`config.mk`:
```
export PLATFORM = sky130hd
export DESIGN_NAME = mouse_packet_tracker_flat
export DESIGN_NICKNAME = d
export VERILOG_FILES = /design/src/rtl/mouse_packet_tracker_if.sv /design/src/rtl/mouse_packet_tracker.sv /design/src/flat_wrapper.sv
export SDC_FILE = /design/constraint.sdc
export NUM_CORES = 1
export LEC_CHECK = 0
export CORE_UTILIZATION = 35
export CTS_BUF_LIST = sky130_fd_sc_hd__clkbuf_16
export CTS_CLUSTER_DIAMETER = 200
export CTS_CLUSTER_SIZE = 40
export DETAILED_ROUTE_END_ITERATION = 16
export GPL_TIMING_DRIVEN = 0
export PLACE_DENSITY = 0.58
export SLEW_MARGIN = 20
export SYNTH_ARGS = -nofsm -noshare
export SYNTH_HDL_FRONTEND = slang
export SYNTH_SLANG_ARGS = --single-unit
export TNS_END_PERCENT = 1
```
`constraint.sdc`:
```
create_clock -name CLK_100 -period 3.6 [get_ports CLK_100]
set_clock_uncertainty 0.05 [all_clocks]
set_input_delay 0.54 -clock CLK_100 [delete_from_list [all_inputs] [get_ports CLK_100]]
set_output_delay 0.54 -clock CLK_100 [all_outputs]
set_load 0.01 [all_outputs]
```
`src/rtl/mouse_packet_tracker_if.sv`:
```
// Byte-stream input and tracked-mouse output bundle for mouse_packet_tracker.
// master = byte source / wrapper side, slave = the tracker itself.
interface mouse_packet_tracker_if;
  logic [7:0] BYTE_IN;
  logic       BYTE_VALID;
  logic       BYTE_ERROR;
  logic [3:0] MOUSE_STATUS;
  logic [7:0] MOUSE_X;
  logic [7:0] MOUSE_Y;
  logic [7:0] MOUSE_MOVE_X;
  logic [7:0] MOUSE_MOVE_Y;
  logic       SEND_INTERRUPT;
  logic [7:0] SYNC_ERR_COUNT;

  modport master (
    output BYTE_IN, BYTE_VALID, BYTE_ERROR,
    input  MOUSE_STATUS, MOUSE_X, MOUSE_Y, MOUSE_MOVE_X, MOUSE_MOVE_Y,
           SEND_INTERRUPT, SYNC_ERR_COUNT
  );

  modport slave (
    input  BYTE_IN, BYTE_VALID, BYTE_ERROR,
    output MOUSE_STATUS, MOUSE_X, MOUSE_Y, MOUSE_MOVE_X, MOUSE_MOVE_Y,
           SEND_INTERRUPT, SYNC_ERR_COUNT
  );
endinterface

```
`src/rtl/mouse_packet_tracker.sv`:
```
// Assembles 3-byte PS/2 mouse packets into a clamped X/Y position plus status and movement.
// Optional macro MOUSE_TRACKER_Y_INVERT_EN: Y -= dy (screen coordinates) instead of Y += dy.
module mouse_packet_tracker #(
  parameter int unsigned MAX_X          = 159,
  parameter int unsigned MAX_Y          = 119,
  parameter int unsigned TIMEOUT_CYCLES = 2000000,
  parameter int unsigned TIMEOUT_W      = 21
) (
  input  logic                   CLK_100,
  input  logic                   RESET,
  mouse_packet_tracker_if.slave  bus
);

  localparam logic [1:0] S_B0  = 2'd0;
  localparam logic [1:0] S_B1  = 2'd1;
  localparam logic [1:0] S_B2  = 2'd2;
  localparam logic [1:0] S_UPD = 2'd3;

  localparam logic [TIMEOUT_W-1:0] TO_LAST = TIMEOUT_W'(TIMEOUT_CYCLES - 1);
  localparam logic [7:0]           X_MAX8  = 8'(MAX_X);
  localparam logic [7:0]           Y_MAX8  = 8'(MAX_Y);

  logic [1:0]           state_q, state_d;
  logic [7:0]           status_q, status_d;
  logic [7:0]           dx_q, dx_d;
  logic [7:0]           dy_q, dy_d;
  logic [TIMEOUT_W-1:0] cnt_q, cnt_d;
  logic [7:0]           x_q, x_d;
  logic [7:0]           y_q, y_d;
  logic [3:0]           mstat_q, mstat_d;
  logic [7:0]           move_x_q, move_x_d;
  logic [7:0]           move_y_q, move_y_d;
  logic                 irq_q, irq_d;
  logic [7:0]           err_q, err_d;

  logic                 err_inc;
  logic signed [9:0]    dx_raw, dy_raw, dx_app, dy_app, sum_x, sum_y;

  function automatic logic [7:0] clamp(input logic signed [9:0] s, input logic [7:0] mx);
    if (s < 10'sd0)                   return 8'd0;
    if (s > $signed({2'b00, mx}))     return mx;
    return s[7:0];
  endfunction

  // |d| saturated to 8 bits; -256 maps to 255
  function automatic logic [7:0] mag(input logic signed [9:0] d);
    logic [9:0] a;
    a = d[9] ? $unsigned(-d) : $unsigned(d);
    return (a > 10'd255) ? 8'hFF : a[7:0];
  endfunction

  // Packet arithmetic, consumed only while in UPD
  always_comb begin
    dx_raw = {status_q[4], status_q[4], dx_q};
    dy_raw = {status_q[5], status_q[5], dy_q};
    dx_app = status_q[6] ? 10'sd0 : dx_raw;
    dy_app = status_q[7] ? 10'sd0 : dy_raw;
    sum_x  = $signed({2'b00, x_q}) + dx_app;
`ifdef MOUSE_TRACKER_Y_INVERT_EN
    sum_y  = $signed({2'b00, y_q}) - dy_app;
`else
    sum_y  = $signed({2'b00, y_q}) + dy_app;
`endif
  end

  always_comb begin
    state_d  = state_q;
    status_d = status_q;
    dx_d     = dx_q;
    dy_d     = dy_q;
    cnt_d    = '0;
    x_d      = x_q;
    y_d      = y_q;
    mstat_d  = mstat_q;
    move_x_d = move_x_q;
    move_y_d = move_y_q;
    irq_d    = 1'b0;
    err_inc  = 1'b0;

    case (state_q)
      S_B0, S_UPD: begin
        if (state_q == S_UPD) begin
          x_d      = clamp(sum_x, X_MAX8);
          y_d      = clamp(sum_y, Y_MAX8);
          move_x_d = status_q[6] ? 8'hFF : mag(dx_raw);
          move_y_d = status_q[7] ? 8'hFF : mag(dy_raw);
          mstat_d  = status_q[3:0];
          irq_d    = 1'b1;
        end
        state_d = S_B0;
        if (bus.BYTE_ERROR) begin
          err_inc = 1'b1;
        end else if (bus.BYTE_VALID) begin
          if (bus.BYTE_IN[3]) begin
            status_d = bus.BYTE_IN;
            state_d  = S_B1;
          end else begin
            err_inc = 1'b1;
          end
        end
      end
      default: begin
        // B1 / B2: waiting for a data byte under the inter-byte timeout
        if (bus.BYTE_ERROR) begin
          state_d = S_B0;
          err_inc = 1'b1;
        end else if (bus.BYTE_VALID) begin
          if (state_q == S_B1) begin
            dx_d    = bus.BYTE_IN;
            state_d = S_B2;
          end else begin
            dy_d    = bus.BYTE_IN;
            state_d = S_UPD;
          end
        end else if (cnt_q >= TO_LAST) begin
          state_d = S_B0;
          err_inc = 1'b1;
        end else begin
          cnt_d = cnt_q + 1'b1;
        end
      end
    endcase

    err_d = (err_inc && (err_q != 8'hFF)) ? err_q + 8'd1 : err_q;
  end

  always_ff @(posedge CLK_100) begin
    if (RESET) begin
      state_q  <= S_B0;
      status_q <= '0;
      dx_q     <= '0;
      dy_q     <= '0;
      cnt_q    <= '0;
      x_q      <= 8'(MAX_X / 2);
      y_q      <= 8'(MAX_Y / 2);
      mstat_q  <= '0;
      move_x_q <= '0;
      move_y_q <= '0;
      irq_q    <= 1'b0;
      err_q    <= '0;
    end else begin
      state_q  <= state_d;
      status_q <= status_d;
      dx_q     <= dx_d;
      dy_q     <= dy_d;
      cnt_q    <= cnt_d;
      x_q      <= x_d;
      y_q      <= y_d;
      mstat_q  <= mstat_d;
      move_x_q <= move_x_d;
      move_y_q <= move_y_d;
      irq_q    <= irq_d;
      err_q    <= err_d;
    end
  end

  assign bus.MOUSE_STATUS   = mstat_q;
  assign bus.MOUSE_X        = x_q;
  assign bus.MOUSE_Y        = y_q;
  assign bus.MOUSE_MOVE_X   = move_x_q;
  assign bus.MOUSE_MOVE_Y   = move_y_q;
  assign bus.SEND_INTERRUPT = irq_q;
  assign bus.SYNC_ERR_COUNT = err_q;

endmodule
```
`src/flat_wrapper.sv`:
```
// flat-port wrapper written by rule: the top's interface ports become plain ports
module mouse_packet_tracker_flat 
#(
  parameter int unsigned MAX_X          = 159,
  parameter int unsigned MAX_Y          = 119,
  parameter int unsigned TIMEOUT_CYCLES = 2000000,
  parameter int unsigned TIMEOUT_W      = 21
)
  (CLK_100, RESET, bus_BYTE_IN, bus_BYTE_VALID, bus_BYTE_ERROR, bus_MOUSE_STATUS, bus_MOUSE_X, bus_MOUSE_Y, bus_MOUSE_MOVE_X, bus_MOUSE_MOVE_Y, bus_SEND_INTERRUPT, bus_SYNC_ERR_COUNT);
  mouse_packet_tracker_if bus_i ();
  input  logic CLK_100;
  input  logic RESET;
  input wire logic [$bits(bus_i.BYTE_IN)-1:0] bus_BYTE_IN;
  input wire logic [$bits(bus_i.BYTE_VALID)-1:0] bus_BYTE_VALID;
  input wire logic [$bits(bus_i.BYTE_ERROR)-1:0] bus_BYTE_ERROR;
  output wire logic [$bits(bus_i.MOUSE_STATUS)-1:0] bus_MOUSE_STATUS;
  output wire logic [$bits(bus_i.MOUSE_X)-1:0] bus_MOUSE_X;
  output wire logic [$bits(bus_i.MOUSE_Y)-1:0] bus_MOUSE_Y;
  output wire logic [$bits(bus_i.MOUSE_MOVE_X)-1:0] bus_MOUSE_MOVE_X;
  output wire logic [$bits(bus_i.MOUSE_MOVE_Y)-1:0] bus_MOUSE_MOVE_Y;
  output wire logic [$bits(bus_i.SEND_INTERRUPT)-1:0] bus_SEND_INTERRUPT;
  output wire logic [$bits(bus_i.SYNC_ERR_COUNT)-1:0] bus_SYNC_ERR_COUNT;
  assign bus_i.BYTE_IN = bus_BYTE_IN;
  assign bus_i.BYTE_VALID = bus_BYTE_VALID;
  assign bus_i.BYTE_ERROR = bus_BYTE_ERROR;
  assign bus_MOUSE_STATUS = bus_i.MOUSE_STATUS;
  assign bus_MOUSE_X = bus_i.MOUSE_X;
  assign bus_MOUSE_Y = bus_i.MOUSE_Y;
  assign bus_MOUSE_MOVE_X = bus_i.MOUSE_MOVE_X;
  assign bus_MOUSE_MOVE_Y = bus_i.MOUSE_MOVE_Y;
  assign bus_SEND_INTERRUPT = bus_i.SEND_INTERRUPT;
  assign bus_SYNC_ERR_COUNT = bus_i.SYNC_ERR_COUNT;
  mouse_packet_tracker #(.MAX_X(MAX_X), .MAX_Y(MAX_Y), .TIMEOUT_CYCLES(TIMEOUT_CYCLES), .TIMEOUT_W(TIMEOUT_W)) u_core (.CLK_100(CLK_100), .RESET(RESET), .bus(bus_i));
endmodule
```
==> results <==
- Synthesis instantiated 56 different standard cells from the library.
- In this run the tightest slew margin relative to its limit is 41.6%.
- After synthesis, the share of flip-flops with an asynchronous set or reset is 0%.
- Clock-pin slew was measured on the worst setup and hold paths at 0.07 ns.
- The worst path uses 84.6% of the clock period.
- The most common cell after layout, fill and taps aside is dfxtp_1.
- The peak clock frequency supported by timing is 328 MHz.
- The fraction of power consumed by sequential logic is 48.7%.
- The most used flip-flop cell after synthesis is dfxtp_1.
- The largest fanout on the critical path is 10.
- The worst setup path is launched from a register.
- The final cell count without fillers is 835.
- Detailed routing inserted a total of 4348 vias.
- OpenSTA, run right after detailed placement, puts the worst setup slack at 0.598 ns.
- Summed over all cells, the static leakage comes to 2.20 nW.
- For this design, the slowest cell found on the critical path is fa_1.
- The aggregate negative setup slack is 0 ns.
- No sink is reached through more buffers than the 2 on the longest clock path.
- The hold buffer count at CTS is 0.
- The floorplan step set the die height to 120 um.
- Combinational logic is responsible for 4.3% of the overall power.
- Dividing the detail-routed wire length by the instance count gives 14.8 um.
- The post-route antenna net violation count is 0.
- Yosys printed 0 warnings.
- The power per standard cell area is 353 mW/mm^2.
- The post-layout worst setup margin is 0.553 ns.
- The number of DRC markers in iteration 0 is 249.
- The CTS root buffer is clkbuf_16.
- The die is 120 um wide.
- The worst hold path belongs to the class register to register.
- The overall fraction of global-route tracks in use is 17.7%.
- The total of endpoints with negative setup slack in the final report is 0.
- The switching power is 0.000500 W.
- The data arrival time of the worst path is 3.24 ns.
- The flow ran to the end, and the final reports show no timing, DRC or antenna violations.
- The clock network burns 47.0% of the power.
- The total inserted antenna cells is 0.
- The area growth from synthesis to final layout is 22.2%.
- The synthesized netlist net count is 626.
- The number of optimization iterations in the first detailed-route pass is 4.
- The via count of the first global-routing pass is 4147.
- For the worst-skew pair, the clock arrives at the later sink with an insertion delay of 0.35 ns.
- Summing the sequential cell areas from Yosys gives 37.5% of the chip area.
- The endpoint kind of the worst setup timing path is a register.
- The cell area after technology mapping is 0.00491 mm^2.
- The first global-routing pass estimated 20.3 mm of wire.
- Summed over all layers, the global routing overflow is 0.
- The post-detailed-placement cell area is 0.00568 mm^2.
- In this run the number of H-tree levels came out at 3.
- In the synthesized netlist, the number of instances is 588.
- After filler insertion, the fill cell instance count of the layout stands at 1387.
- The number of cells upsized or downsized after cts is 0.
- Of the total power, the share spent switching nets is 23.6%.
- The max-capacitance violation count is 0.
- Data on the critical path is required at its endpoint by 3.79 ns.
- For this design the top-level I/O count stands at 57.
- The ratio of cells with drive above 1 in the final layout is 4.40%.
- The delay of the slowest critical-path stage is 0.45 ns.
- The final design area excluding fillers is 0.00600 mm^2.
- The floorplan die area is 0.0145 mm^2.
- The average cell area after synthesis is 8.35 um^2.
- The number of antenna violations at the first check in global routing was 0.
- TritonCTS built the clock tree.
- The worst hold slack across all endpoints is 0.424 ns.
- The placeable core region is 0.0135 mm^2.
- The number of slew-limit violations in the final report came to 0.
- The transition time at the pin with the least slew margin is 0.869 ns.
- Entering global routing, the biggest net connects 19 pins.
- The routed design has 12.4 mm of wire.
- The library cells used most frequently in the layout, excluding fill and tap cells, are dfxtp_1, nor2_1, nand2_1, clkdlybuf4s50_1, a21oi_1.
- Setup repair after global routing left no endpoint under its margin.
- The combined area of the multi-input logic cells is 0.00290 mm^2.
- Detailed placement finished with a half-perimeter wire length of 9.48 mm.
- The smallest clock period supported by the final layout is computed as 3.05 ns.
- Dividing the detail-routed via count by the number of cells gives 5.21.
- The port buffer count is 55.
- At the end of the flow, the number of nets in the layout was 692.
- In this run the post-CTS setup repair buffer count came out at 0.
- The largest voltage drop on the vdd net is 360 uV.
- For this run, design rule violations remaining after detail routing come to 0.
- The internal power contribution is 0.00162 W.
- The total clock buffers created by CTS is 9.
- The sequential cell area is 0.00184 mm^2.
- Yosys mapped a number of flops with a built-in enable equal to 0.
- The critical path goes through clkbuf_1 -> nor2_1 -> ha_1 -> fa_1 -> a211o_1 -> a21oi_1 -> o21ai_0 -> xor2_1 -> nand3_1 -> a22o_1.
- The floorplan has 42 rows.
- Once the floorplan was initialized, standard cells occupied 36.5% of the core.
- The routability congestion estimate from global placement is 0.869.
- The hold violation count in the final report came to 0.
- The count of placed standard cells including taps is 819.
- Counting flops and latches in the post-synthesis netlist gives 92.
- The clock sink count is 92.
- The setup path with the least slack is of type register to register.
-- path summary, 6_finish.rpt --
path | slack (ns) | cells after the start | from | endpoint
setup / recovery | 0.55 | 10 | u_core.status_q[6] | u_core.bus.MOUSE_X[4]
setup reg to reg | 0.55 | 10 | u_core.status_q[6] | u_core.bus.MOUSE_X[4]
hold reg to reg | 0.42 | 1 | u_core.cnt_q[0] | u_core.cnt_q[0]
hold / removal | 0.42 | 1 | u_core.cnt_q[0] | u_core.cnt_q[0]
-- power by group through the flow --
stage | registers (W) | logic [W] | clock network [W]
6_report | 0.00103 | 0.0000915 | 0.000996
3_3_place_gp | 0.00105 | 0.0000897 | 0
5_1_grt | 0.00103 | 0.000100 | 0.00107
4_1_cts | 0.00103 | 0.0000919 | 0.00102
2_1_floorplan | 0.00105 | 0.0000500 | 0
3_5_place_dp | 0.00105 | 0.0000913 | 0
-- kinds of logic (layout without fill, tap and decap cells) --
logic type | after synthesis | after routing | synth area share [%]
adders and majority gates | 26 | 26 | 6.93
muxes | 18 | 18 | 3.87
DFF | 92 | 92 | 37.5
xor gates and xnor gates | 39 | 39 | 6.96
AOI/OAI and AO/OA | 135 | 135 | 18.4
and+or+nand+nor | 232 | 232 | 22.7
buffers and inverters | 46 | 117 | 3.67
-- cells in the mapped netlist, types with 3 or more instances --
cell / n / area [um^2]
dfxtp_1: 92 / 1840
nor2_1: 76 / 285
nand2_1: 58 / 218
a21oi_1: 41 / 205
xor2_1: 27 / 236
nor2b_1: 26 / 163
clkbuf_1: 25 / 93.8
ha_1: 24 / 300
nand3_1: 23 / 115
a211oi_1: 22 / 165
inv_1: 17 / 63.8
o21ai_0: 15 / 75.1
mux2i_1: 13 / 130
xnor2_1: 12 / 105
nor3_1: 11 / 55.1
a211o_1: 9 / 78.8
nand4_1: 8 / 50.1
a21o_1: 7 / 52.6
a31oi_1: 7 / 43.8
and3_1: 7 / 43.8
nand2b_1: 5 / 31.3
o21a_1: 5 / 37.5
a311oi_1: 4 / 35.0
mux2_2: 4 / 45.0
o31ai_1: 4 / 30.0
a2111oi_0: 3 / 26.3
buf_1: 3 / 11.3
o211ai_1: 3 / 22.5
-- sequential cells by signal, indices dropped and copies added (netlist names) --
signal / cells
u_core.state_q: 2
u_core.bus.MOUSE_STATUS: 4
u_core.bus.SYNC_ERR_COUNT: 8
u_core.cnt_q: 21
u_core.bus.MOUSE_MOVE_Y: 8
u_core.dy_q: 8
u_core.dx_q: 8
u_core.bus.MOUSE_Y: 8
u_core.status_q: 8
u_core.bus.SEND_INTERRUPT: 1
u_core.bus.MOUSE_X: 8
u_core.bus.MOUSE_MOVE_X: 8
-- metrics by stage --
step                      power [W]  utilization (%)
final                       0.00212             44.6
after global routing        0.00220             44.6
after CTS                   0.00214             44.6
after detailed placement    0.00115             42.2
after global placement      0.00114             42.2
after floorplan             0.00110                -
-- layout make-up --
class                   instances  area share [%]
inverters                      17            1.06
clock inverters                 7            1.50
multi-input cells             450            48.2
well taps                     176            3.67
repair buffers                 55            9.17
clock buffers                   9            3.75
plain buffers                  29            1.94
flip-flops and latches         92            30.7
-- worst max-delay path: cells and delay by family, from the launching register on --
family          cells  cell delay (ns)
compound gates      4             0.83
xor+xnor            1             0.42
fa+ha+maj           2             0.70
buf+inv             1             0.35
flops               1             0.32
simple gates        2             0.26
-- layer usage --
layer  up-vias  share of wire, %  global-route usage, %
met5         -                 0                      0
met4         0               1.2                   5.09
met3         9               4.4                   4.43
met2        87                48                   29.5
met1      2026                46                   22.6
li1       2226                 -                      -
Power figures use the tool's default switching activity.
